File: src/rtl/demux_pkg.sv
// Shared types and constants for the registered 1-to-4 demultiplexer.
// Channel encodings and the select-to-one-hot decode helper.
package demux_pkg;

  localparam int NUM_CH = 4;

  typedef logic [1:0] sel_t;

  localparam sel_t CH0 = 2'd0;
  localparam sel_t CH1 = 2'd1;
  localparam sel_t CH2 = 2'd2;
  localparam sel_t CH3 = 2'd3;

  function automatic logic [NUM_CH-1:0] sel_onehot(
    input sel_t s
  );
    logic [NUM_CH-1:0] oh;
    oh = '0;
    unique case (s)
      CH0: oh = 4'b0001;
      CH1: oh = 4'b0010;
      CH2: oh = 4'b0100;
      CH3: oh = 4'b1000;
      default: oh = '0;
    endcase
    return oh;
  endfunction

endpackage

File: src/rtl/demux_slot.sv
// One output channel: single-entry data register, valid bit,
// zero-gated data output, transfer counter and local ready.
module demux_slot
  import demux_pkg::*;
#(
  parameter int WIDTH = 1,
  parameter int CNT_W = 8
) (
  input  logic             clk,
  input  logic             rst,
  input  logic             we,
  input  logic [WIDTH-1:0] d,
  input  logic             take,
  output logic [WIDTH-1:0] y,
  output logic             valid,
  output logic [CNT_W-1:0] cnt,
  output logic             ready
);

  logic [WIDTH-1:0] data_q;
  logic             valid_q;
  logic [CNT_W-1:0] cnt_q;

  // A write wins over a drain so a full slot streams at one per cycle.
  always_ff @(posedge clk) begin
    if (rst) begin
      data_q  <= '0;
      valid_q <= 1'b0;
      cnt_q   <= '0;
    end else if (we) begin
      data_q  <= d;
      valid_q <= 1'b1;
      cnt_q   <= cnt_q + CNT_W'(1);
    end else if (valid_q && take) begin
      data_q  <= '0;
      valid_q <= 1'b0;
    end
  end

  assign y     = valid_q ? data_q : '0;
  assign valid = valid_q;
  assign cnt   = cnt_q;
  assign ready = !valid_q || take;

endmodule

File: src/rtl/demux_1to4.sv
// Registered 1-to-4 demux: steers one valid/ready input stream
// into one of four single-entry output channels selected by s.
module demux_1to4
  import demux_pkg::*;
#(
  parameter int WIDTH = 1,
  parameter int CNT_W = 8
) (
  input  logic             clk,
  input  logic             rst,
  input  logic [WIDTH-1:0] i,
  input  sel_t             s,
  input  logic             in_valid,
  output logic             in_ready,
  output logic [WIDTH-1:0] y0,
  output logic [WIDTH-1:0] y1,
  output logic [WIDTH-1:0] y2,
  output logic [WIDTH-1:0] y3,
  output logic [3:0]       out_valid,
  input  logic [3:0]       out_ready,
  output logic [CNT_W-1:0] xfer_cnt0,
  output logic [CNT_W-1:0] xfer_cnt1,
  output logic [CNT_W-1:0] xfer_cnt2,
  output logic [CNT_W-1:0] xfer_cnt3
);

  logic [NUM_CH-1:0] sel_oh;
  logic [NUM_CH-1:0] we;
  logic [NUM_CH-1:0] slot_rdy;
  logic [NUM_CH-1:0] slot_vld;
  logic [WIDTH-1:0]  slot_y   [NUM_CH];
  logic [CNT_W-1:0]  slot_cnt [NUM_CH];
  logic              accept;

  assign sel_oh   = sel_onehot(s);
  assign in_ready = !rst && slot_rdy[s];
  assign accept   = in_valid && in_ready;
  assign we       = accept ? sel_oh : '0;

  for (genvar k = 0; k < NUM_CH; k++) begin : g_slot
    demux_slot #(
      .WIDTH (WIDTH),
      .CNT_W (CNT_W)
    ) u_slot (
      .clk   (clk),
      .rst   (rst),
      .we    (we[k]),
      .d     (i),
      .take  (out_ready[k]),
      .y     (slot_y[k]),
      .valid (slot_vld[k]),
      .cnt   (slot_cnt[k]),
      .ready (slot_rdy[k])
    );
  end

  assign out_valid = slot_vld;
  assign y0        = slot_y[0];
  assign y1        = slot_y[1];
  assign y2        = slot_y[2];
  assign y3        = slot_y[3];
  assign xfer_cnt0 = slot_cnt[0];
  assign xfer_cnt1 = slot_cnt[1];
  assign xfer_cnt2 = slot_cnt[2];
  assign xfer_cnt3 = slot_cnt[3];

endmodule

File: config.mk
export PLATFORM = sky130hd
export DESIGN_NAME = demux_1to4
export DESIGN_NICKNAME = d
export VERILOG_FILES = /design/src/rtl/demux_pkg.sv /design/src/rtl/demux_slot.sv /design/src/rtl/demux_1to4.sv
export SDC_FILE = /design/constraint.sdc
export NUM_CORES = 1
export LEC_CHECK = 0
export CELL_PAD_IN_SITES_DETAIL_PLACEMENT = 1
export CELL_PAD_IN_SITES_GLOBAL_PLACEMENT = 1
export CORE_UTILIZATION = 35
export DETAILED_ROUTE_END_ITERATION = 8
export GPL_TIMING_DRIVEN = 0
export PLACE_DENSITY = 0.9
export RECOVER_POWER = 25
export SLEW_MARGIN = 40
export SYNTH_ARGS = -nofsm -noshare
export SYNTH_HDL_FRONTEND = slang
export SYNTH_SLANG_ARGS = --single-unit
File: constraint.sdc
create_clock -name clk -period 2.7 [get_ports clk]
set_input_delay 0.54 -clock clk [delete_from_list [all_inputs] [get_ports clk]]
set_output_delay 0.54 -clock clk [all_outputs]
set_load 0.03 [all_outputs]
# ---- Yosys cells after proc, flatten, opt, wreduce, memory -nomap -nowiden
# Cells that the tools add are included.
dict set report totals {
  register_bits 40
  input_bits 10
  output_inout_bits 41
  wordCells 60
}
dict set report op_classes {
  n_addsub 4
  n_lt_le_gt_ge 1
  eq_ne 3
  n_mux 20
  n_reduce_logical 20
}
# cell n
set ops {}
lappend ops {{8-bit by 1-bit adder with 8-bit output, second input constant} 4}
lappend ops {{1-bit 2-to-1 mux} 17}
lappend ops {{4-bit case mux with 4 select lines} 1}
lappend ops {{2-bit nonzero test} 4}
lappend ops {{1-bit logical AND} 6}
lappend ops {{1-bit logical NOT} 5}
lappend ops {{2-bit equality test, second input constant} 2}
lappend ops {{1-bit logical OR} 4}
lappend ops {{4-bit 2-to-1 mux} 1}
lappend ops {{2-bit by 3-bit < comparator with 1-bit output, second input constant} 1}
lappend ops {{1-bit binary-select mux with 2-bit select} 1}
lappend ops {{2-bit by 1-bit equality test with 1-bit output, second input constant} 1}
lappend ops {{2-bit logical NOT} 1}

# ---- Longest topological paths before layout
# Gate-level depths: netlist of the first run.
dict set report depth {
  word_depth 8
  depth_mapped 6
  depth_no_buf 5
}

# ---- Modules after synthesis
# A second synthesis of the first run with hierarchy kept.
dict set report hier_totals {
  cells_unflattened 198
  hier_area_um2 1789.2
}
# module n_inst cells_per_inst area_each_um2 seq_area_each_um2
set modules_own_cells {}
lappend modules_own_cells {demux_slot 4 47 426.7 200.2}
lappend modules_own_cells {demux_1to4 1 10 82.6 0.0}

# ---- Worst setup path after synthesis of the first run
# OpenSTA, ideal clock, no wires.
dict set report synth_timing {
  path_kind {input to output}
  start {input s[0]}
  end {output in_ready}
  arrival_ps 1742
  required_ps 2160
  slack_ps 418
  stages 3
  path_buffers 1
  path_cell_list {clkbuf_1 mux4_2 nor2_1}
}
dict set report synth_between {
  elab_chain_len 3
}
# element line
set synth_lines {}
lappend synth_lines {{from (decl)} demux_1to4.sv:12} ;# input sel_t s,
lappend synth_lines {{1-bit binary-select mux with 2-bit select} demux_1to4.sv:36} ;# assign in_ready = !rst && slot_rdy[s];
lappend synth_lines {{1-bit 2-to-1 mux (implied by the code)} demux_1to4.sv:36}
lappend synth_lines {{1-bit logical AND} demux_1to4.sv:36}
lappend synth_lines {{to (decl)} demux_1to4.sv:14} ;# output logic in_ready,
# No other way between the ends. The select of a mux whose other input is x is not followed.

# ---- Final worst setup path of the first run
# Ends and elaborated chain as after synthesis.

==> impl_metrics.ini, run 1 <==
[place]
postPlaceCellArea_mm2 = 0.00246
routabilityCongestion = 0.838
hpwl_mm = 3.94
portBuffers = 49
pre_cts_ws_ns = -0.644

[timing]
drv_slew = 0
worstMarginPinSlew_ns = 0.707
hold_slack_ns = 0.474
final-setup-viol-count = 0
rsz0062_at_grt = no
tns_ns = 0
max-slew-margin-rel_pct = 52.5
max_freq_ghz = 0.379
layout_min_cycle_time_ns = 2.64
fin_crit_sh_pct = 97.8
skew_ns = 0.00402
hold_viol_final = 0
worst_slack_ns = 0.0585

[layout]
fin_area_mm2 = 0.00256
fill_cells = 634
nets = 288
drive_above_1_share_pct = 6.20
syn_to_final_growth_pct = 36.0
diodes = 0

[min_path]
hold_start = g_slot[1].u_slot.data_q
hp-class = flop to flop

[detailed_routing]
vias = 1831
drc = 0
drt-wirelength-per-cell_um = 15.4
routed_via_density = 5.32
wl_mm = 5.30
firstDrtPassIters = 4
drt_iter0_markers = 41
final_antenna_net_count = 0

[logic_synthesis]
synth.avg_cell_area_um2 = 8.63
syn_area_mm2 = 0.00188
synth_cells = 218
yosysSeqAreaShare_pct = 42.6
synth_area_leaders = dfxtp_1 (43%), a21oi_1 (5.1%), nand4_1 (4.0%), nand2_1 (3.6%), nor2_1 (3.6%)
async_flop_share_pct = 0
synth.top_cell.area_share_pct = 42.6
synth_top_area_cell = dfxtp_1
synth-seq-cells = 40
synth_cell_types = 36
yosysWarnings = 0
synth_edf_count = 0
syn-num-nets = 232
synth_flop_cell = dfxtp_1

[power_and_ir_drop]
p_leak_nw = 0.910
power.total_w = 0.00111
irDropWorstVdd_uv = 182
p_per_area_mw_per_mm2 = 433

[floorplanning]
core_area_mm2 = 0.00514
die_y_um = 75.3
start_util_pct = 36.6
die_area_mm2 = 0.00567
boundaryPins = 51
row_count = 26
die_width_um = 75.3

[critical_path]
worstPathRequired_ns = 2.16
cp-start-kind = input port
regToRegStartpoint = g_slot[2].u_slot.valid
cp_max_fo = 10
critPathArrivalTime_ns = 2.10
crit_path_start = s[0]
worst-setup-path-type = input port to output pin
endpoint_kind = output pin

[cts]
worstSkewPairLatency_ns = 0.29
cts_post_setup_buffers_inserted = 0
htreeDepth = 2
cts_buffers = 5
clk_pin_slew_ns = 0.07
cts_tree = built
cts_sinks = 40
clk_path_buf_depth = 2
root_buffer = clkbuf_8

[global_route]
grt_overflow = 0
grt_pass1_vias = 1886
grt_start_max_net_pins = 12
grtUsageTotal_pct = 20.9
grt_pass1_wl_mm = 8.80
antenna_found_initial = 0

[status]
outcome = complete, no violations

[flow_run]
drv_cap = 0
==> worst paths after layout <==
check / end / slack, ns / cells past startpoint
setup reg to reg: g_slot[2].u_slot.cnt[7] / 0.88 / 5
hold / removal: g_slot[1].u_slot.data_q / 0.47 / 2
setup / recovery: in_ready / 0.06 / 5
hold reg to reg: g_slot[1].u_slot.data_q / 0.47 / 2
==> worst max-delay path, stage by stage <==
cell,delay (ns)
clkdlybuf4s50_1,0.53
buf_4,0.20
mux4_2,0.50
nor2_1,0.12
clkbuf_4,0.21
==> state kept, by name (all words and copies together), names as in the netlist <==
name / cells
g_slot.u_slot.valid: 4
g_slot.u_slot.cnt: 32
g_slot.u_slot.data_q: 4
==> metal layers <==
| metal | wire, µm | track usage (%) | vias to the layer above |
|---|---|---|---|
| li1 | - | - | 885 |
| met1 | 2230 | 23.2 | 877 |
| met5 | 0 | 0 | - |
| met2 | 2690 | 36.6 | 55 |
| met4 | 130 | 10.7 | 0 |
| met3 | 250 | 5.82 | 14 |
==> kinds of logic after synthesis <==
| kind of cell | after synthesis | share of synthesized area, % |
|---|---|---|
| AND/OR/NAND/NOR | 107 | 31.3 |
| flip-flops | 40 | 42.6 |
| AO/OA/AOI/OAI | 33 | 9.78 |
| buffers and inverters | 15 | 3.79 |
| XOR/XNOR | 13 | 6.05 |
| multiplexers | 6 | 3.86 |
| adder cells (fa/ha/maj) | 4 | 2.66 |
==> cell usage after synthesis, types with 3 or more instances <==
master and n:
nand3_1 13, o21ai_0 8, nand4_1 12, nor3_1 3, nor2_1 18, dfxtp_1 40, nand2_1 18, ha_1 4
clkbuf_1 7, nor4_1 4, a21oi_1 19, xor2_1 7, mux2i_1 5, nand2b_1 5, o31ai_1 3, and2_1 9
nor2b_1 4, buf_4 4, or4_1 3, or3_1 9, xnor2_1 6
==> metrics by stage <==
step / util, % / std cells
5_1_grt: 49.8 / 344
3_3_place_gp: 47.8 / 337
3_5_place_dp: 47.8 / 337
6_report: 49.8 / 344
4_1_cts: 49.7 / 344
2_1_floorplan: - / 218
==> repair_timing <==
item	CTS	global route
endpoints found under the setup margin	1	1
hold buffers	0	0
resized for setup	8	2
==> where the power goes <==
group | internal, W | leakage (nW) | switching, W
sequential | 0.000595 | 0.323 | 0.00000526
combinational | 0.0000340 | 0.537 | 0.0000478
clock | 0.000228 | 0.0503 | 0.000199
==> area by class of cell <==
cell class | count | area (µm²) | share of cell area (%)
clock buffer | 7 | 96.3 | 3.77
buffer | 13 | 68.8 | 2.69
inverter | 2 | 7.51 | 0.294
tap | 70 | 87.6 | 3.42
timing repair buffer | 49 | 488 | 19.1
sequential | 40 | 801 | 31.3
multi-input combinational | 163 | 1010 | 39.4
==> cell usage in the layout (no fill, tap or decap), drive strengths merged <==
cell / count
dfxtp: 40
clkdlybuf4s50: 40
a21oi: 19
nor2: 18
nand2: 18
clkbuf: 15
nand3: 13
nand4: 12
and2: 9
or3: 9
o21ai: 8
dlygate4sd3: 8
xor2: 7
xnor2: 6
buf: 6
nand2b: 5
mux2i: 5
nor2b: 4
nor4: 4
ha: 4
nor3: 3
o31ai: 3
or4: 3
inv: 2
or3b: 2
mux4: 1
and4bb: 1
nand3b: 1
a21boi: 1
a211o: 1
and3: 1
and4: 1
o21ba: 1
nand4bb: 1
nor4b: 1
nand4b: 1
Power figures use the tool's default switching activity.
==> inputs of run 2 (changes only) <==
Settings changed: CORE_UTILIZATION 35 to 38, PLACE_DENSITY 0.9 to 0.95.
Clock period 2.7 ns to 3.1 ns, I/O delays scaled along.
==> run 2 against run 1 <==
Against the previous run: utilization grew 4.3 points; via count shrank 0.66%; worst setup slack gained 0.16 ns; combinational power shrank 14%; first-iteration DRC count grew 41%; hold slack gained 0.015 ns; register-to-register slack gained 0.32 ns; final area grew 0.54%; sequential share of layout area shrank 0.17 points; count of clock-buffer cells in the layout shrank 1; non-clock buffer count shrank 1.
==> impl_metrics.ini, run 2 (synthesis gave the netlist of run 1 again) <==
[timing]
final-setup-viol-count = 0
hold_viol_final = 0
max_freq_ghz = 0.347
max-slew-margin-rel_pct = 51.4
drv_slew = 0
layout_min_cycle_time_ns = 2.88
rsz0062_at_grt = no
skew_ns = 0.0117
fin_crit_sh_pct = 92.9
worstMarginPinSlew_ns = 0.723

[cts]
htreeDepth = 2
cts_buffers = 5
worstSkewPairLatency_ns = 0.30
ctsHoldBuffers = 0
cts_post_setup_buffers_inserted = 0
clk_path_buf_depth = 2
clk_pin_slew_ns = 0.08
cts_sinks = 40
cts_tree = built
root_buffer = clkbuf_8

[layout]
nets = 287
largest_reg_flops = 32
mostFrequentLayoutCells = dfxtp_1 (40), clkdlybuf4s50_1 (36), a21oi_1 (19)
syn_to_final_growth_pct = 36.7
final_common_cell = dfxtp_1
fill_cells = 583
fin_area_mm2 = 0.00257
diodes = 0
drive_above_1_share_pct = 5.84

[floorplanning]
core_area_mm2 = 0.00475
row_count = 25
die_area_mm2 = 0.00523
die_y_um = 72.3
boundaryPins = 51
die_width_um = 72.3
start_util_pct = 39.6

[power_and_ir_drop]
power.internal_w = 0.000809
power.total_w = 0.00105
irDropWorstVdd_uv = 290
seqPwrFrac_pct = 49.9
power.switching_w = 0.000239
power_frac_comb_pct = 6.7
p_leak_nw = 0.922
p_per_area_mw_per_mm2 = 408
clockPowerShare_pct = 43.4
p_sw_share_pct = 22.8

[detailed_routing]
drc = 0
top_layer_used = met4
wl_mm = 5.47
wl_met2_mm = 2.82
final_antenna_net_count = 0
routed-wl-met3_um = 181
routed_via_density = 5.33
drt_iter0_markers = 58
met1_length_mm = 2.40
firstDrtPassIters = 4
drt-wirelength-per-cell_um = 16.0
vias = 1819

[global_route]
antenna_found_initial = 0
grt_overflow = 0
grt_pass1_vias = 1798
grtUsageTotal_pct = 21.6
grt_start_max_net_pins = 14
grt_pass1_wl_mm = 8.72

[place]
routabilityCongestion = 0.796
portBuffers = 49
postPlaceCellArea_mm2 = 0.00245
hpwl_mm = 3.76

[critical_path]
critPathArrivalTime_ns = 2.26
endpoint_kind = output pin
r2r_slack_ns = 1.20
cp-start-kind = input port
worstPathRequired_ns = 2.48
worst-setup-path-type = input port to output pin
cp_max_fo = 5

[min_path]
hp-class = flop to flop

[flow_run]
drv_cap = 0

[status]
outcome = complete, no violations
## run 2: cell count changes in the layout (fill, tap and decap cells not counted)
cell and delta:
bufinv_16 +1, clkbuf_8 -1, clkinv_4 +1, dlygate4sd2_1 +2
clkdlybuf4s50_1 -4, clkbuf_4 -1, buf_4 -1, dlygate4sd3_1 +3
## run 2: what timing repair did
| action | 4_1_cts | 5_1_grt |
|---|---|---|
| resized for setup | 3 | 0 |
| setup endpoints to repair | 1 | 0 |
| hold endpoints to repair | 0 | 0 |
## run 2: cell type report
| cell class | count | area, µm² | share of cell area (%) |
|---|---|---|---|
| multi-input cells | 163 | 1010 | 39.2 |
| flip-flops and latches | 40 | 801 | 31.1 |
| repair buffers | 49 | 488 | 19.0 |
| well taps | 67 | 83.8 | 3.26 |
| clock buffers | 6 | 82.6 | 3.21 |
| plain buffers | 12 | 61.3 | 2.38 |
| clock inverters | 2 | 38.8 | 1.51 |
| inverters | 2 | 7.51 | 0.292 |
## run 2: critical path: stages
cell and delay (ns):
clkdlybuf4s50_1 0.51, nor2b_1 0.11, mux4_2 0.47, nor2_1 0.14
dlygate4sd2_1 0.41
## run 2: layer usage
layer / GRT usage (%) / vias to the layer above
met5: 0 / -
met4: 6.75 / 0
met3: 4.31 / 8
met2: 39.1 / 44
met1: 25.4 / 884
li1: - / 883
## run 2: path summary, 6_finish.rpt
kind / endpoint / cells past startpoint / startpoint
max: in_ready / 5 / out_ready[3]
min: g_slot[2].u_slot.cnt[7] / 2 / g_slot[2].u_slot.cnt[7]
max reg2reg: g_slot[0].u_slot.cnt[7] / 5 / g_slot[0].u_slot.valid
min reg2reg: g_slot[2].u_slot.cnt[7] / 2 / g_slot[2].u_slot.cnt[7]
## run 2: through the flow
stage	setup WS (ns)	std cells	TNS (ns)	hold slack, ns	util, %
2_1_floorplan	0.658	218	0	0.443	-
3_3_place_gp	-0.391	334	-0.391	0.451	51.6
3_5_place_dp	-0.436	334	-0.436	0.466	51.6
4_1_cts	0.218	341	0	0.499	54.1
6_report	0.219	341	0	0.489	54.1
5_1_grt	0.160	341	0	0.519	54.1
## run 2: power by group through the flow
stage          clock network (W)  registers (W)   logic, W
2_1_floorplan                  0       0.000538  0.0000332
3_3_place_gp                   0       0.000535  0.0000680
3_5_place_dp                   0       0.000535  0.0000701
4_1_cts                 0.000464       0.000523  0.0000709
5_1_grt                 0.000485       0.000524  0.0000752
6_report                0.000455       0.000523  0.0000702
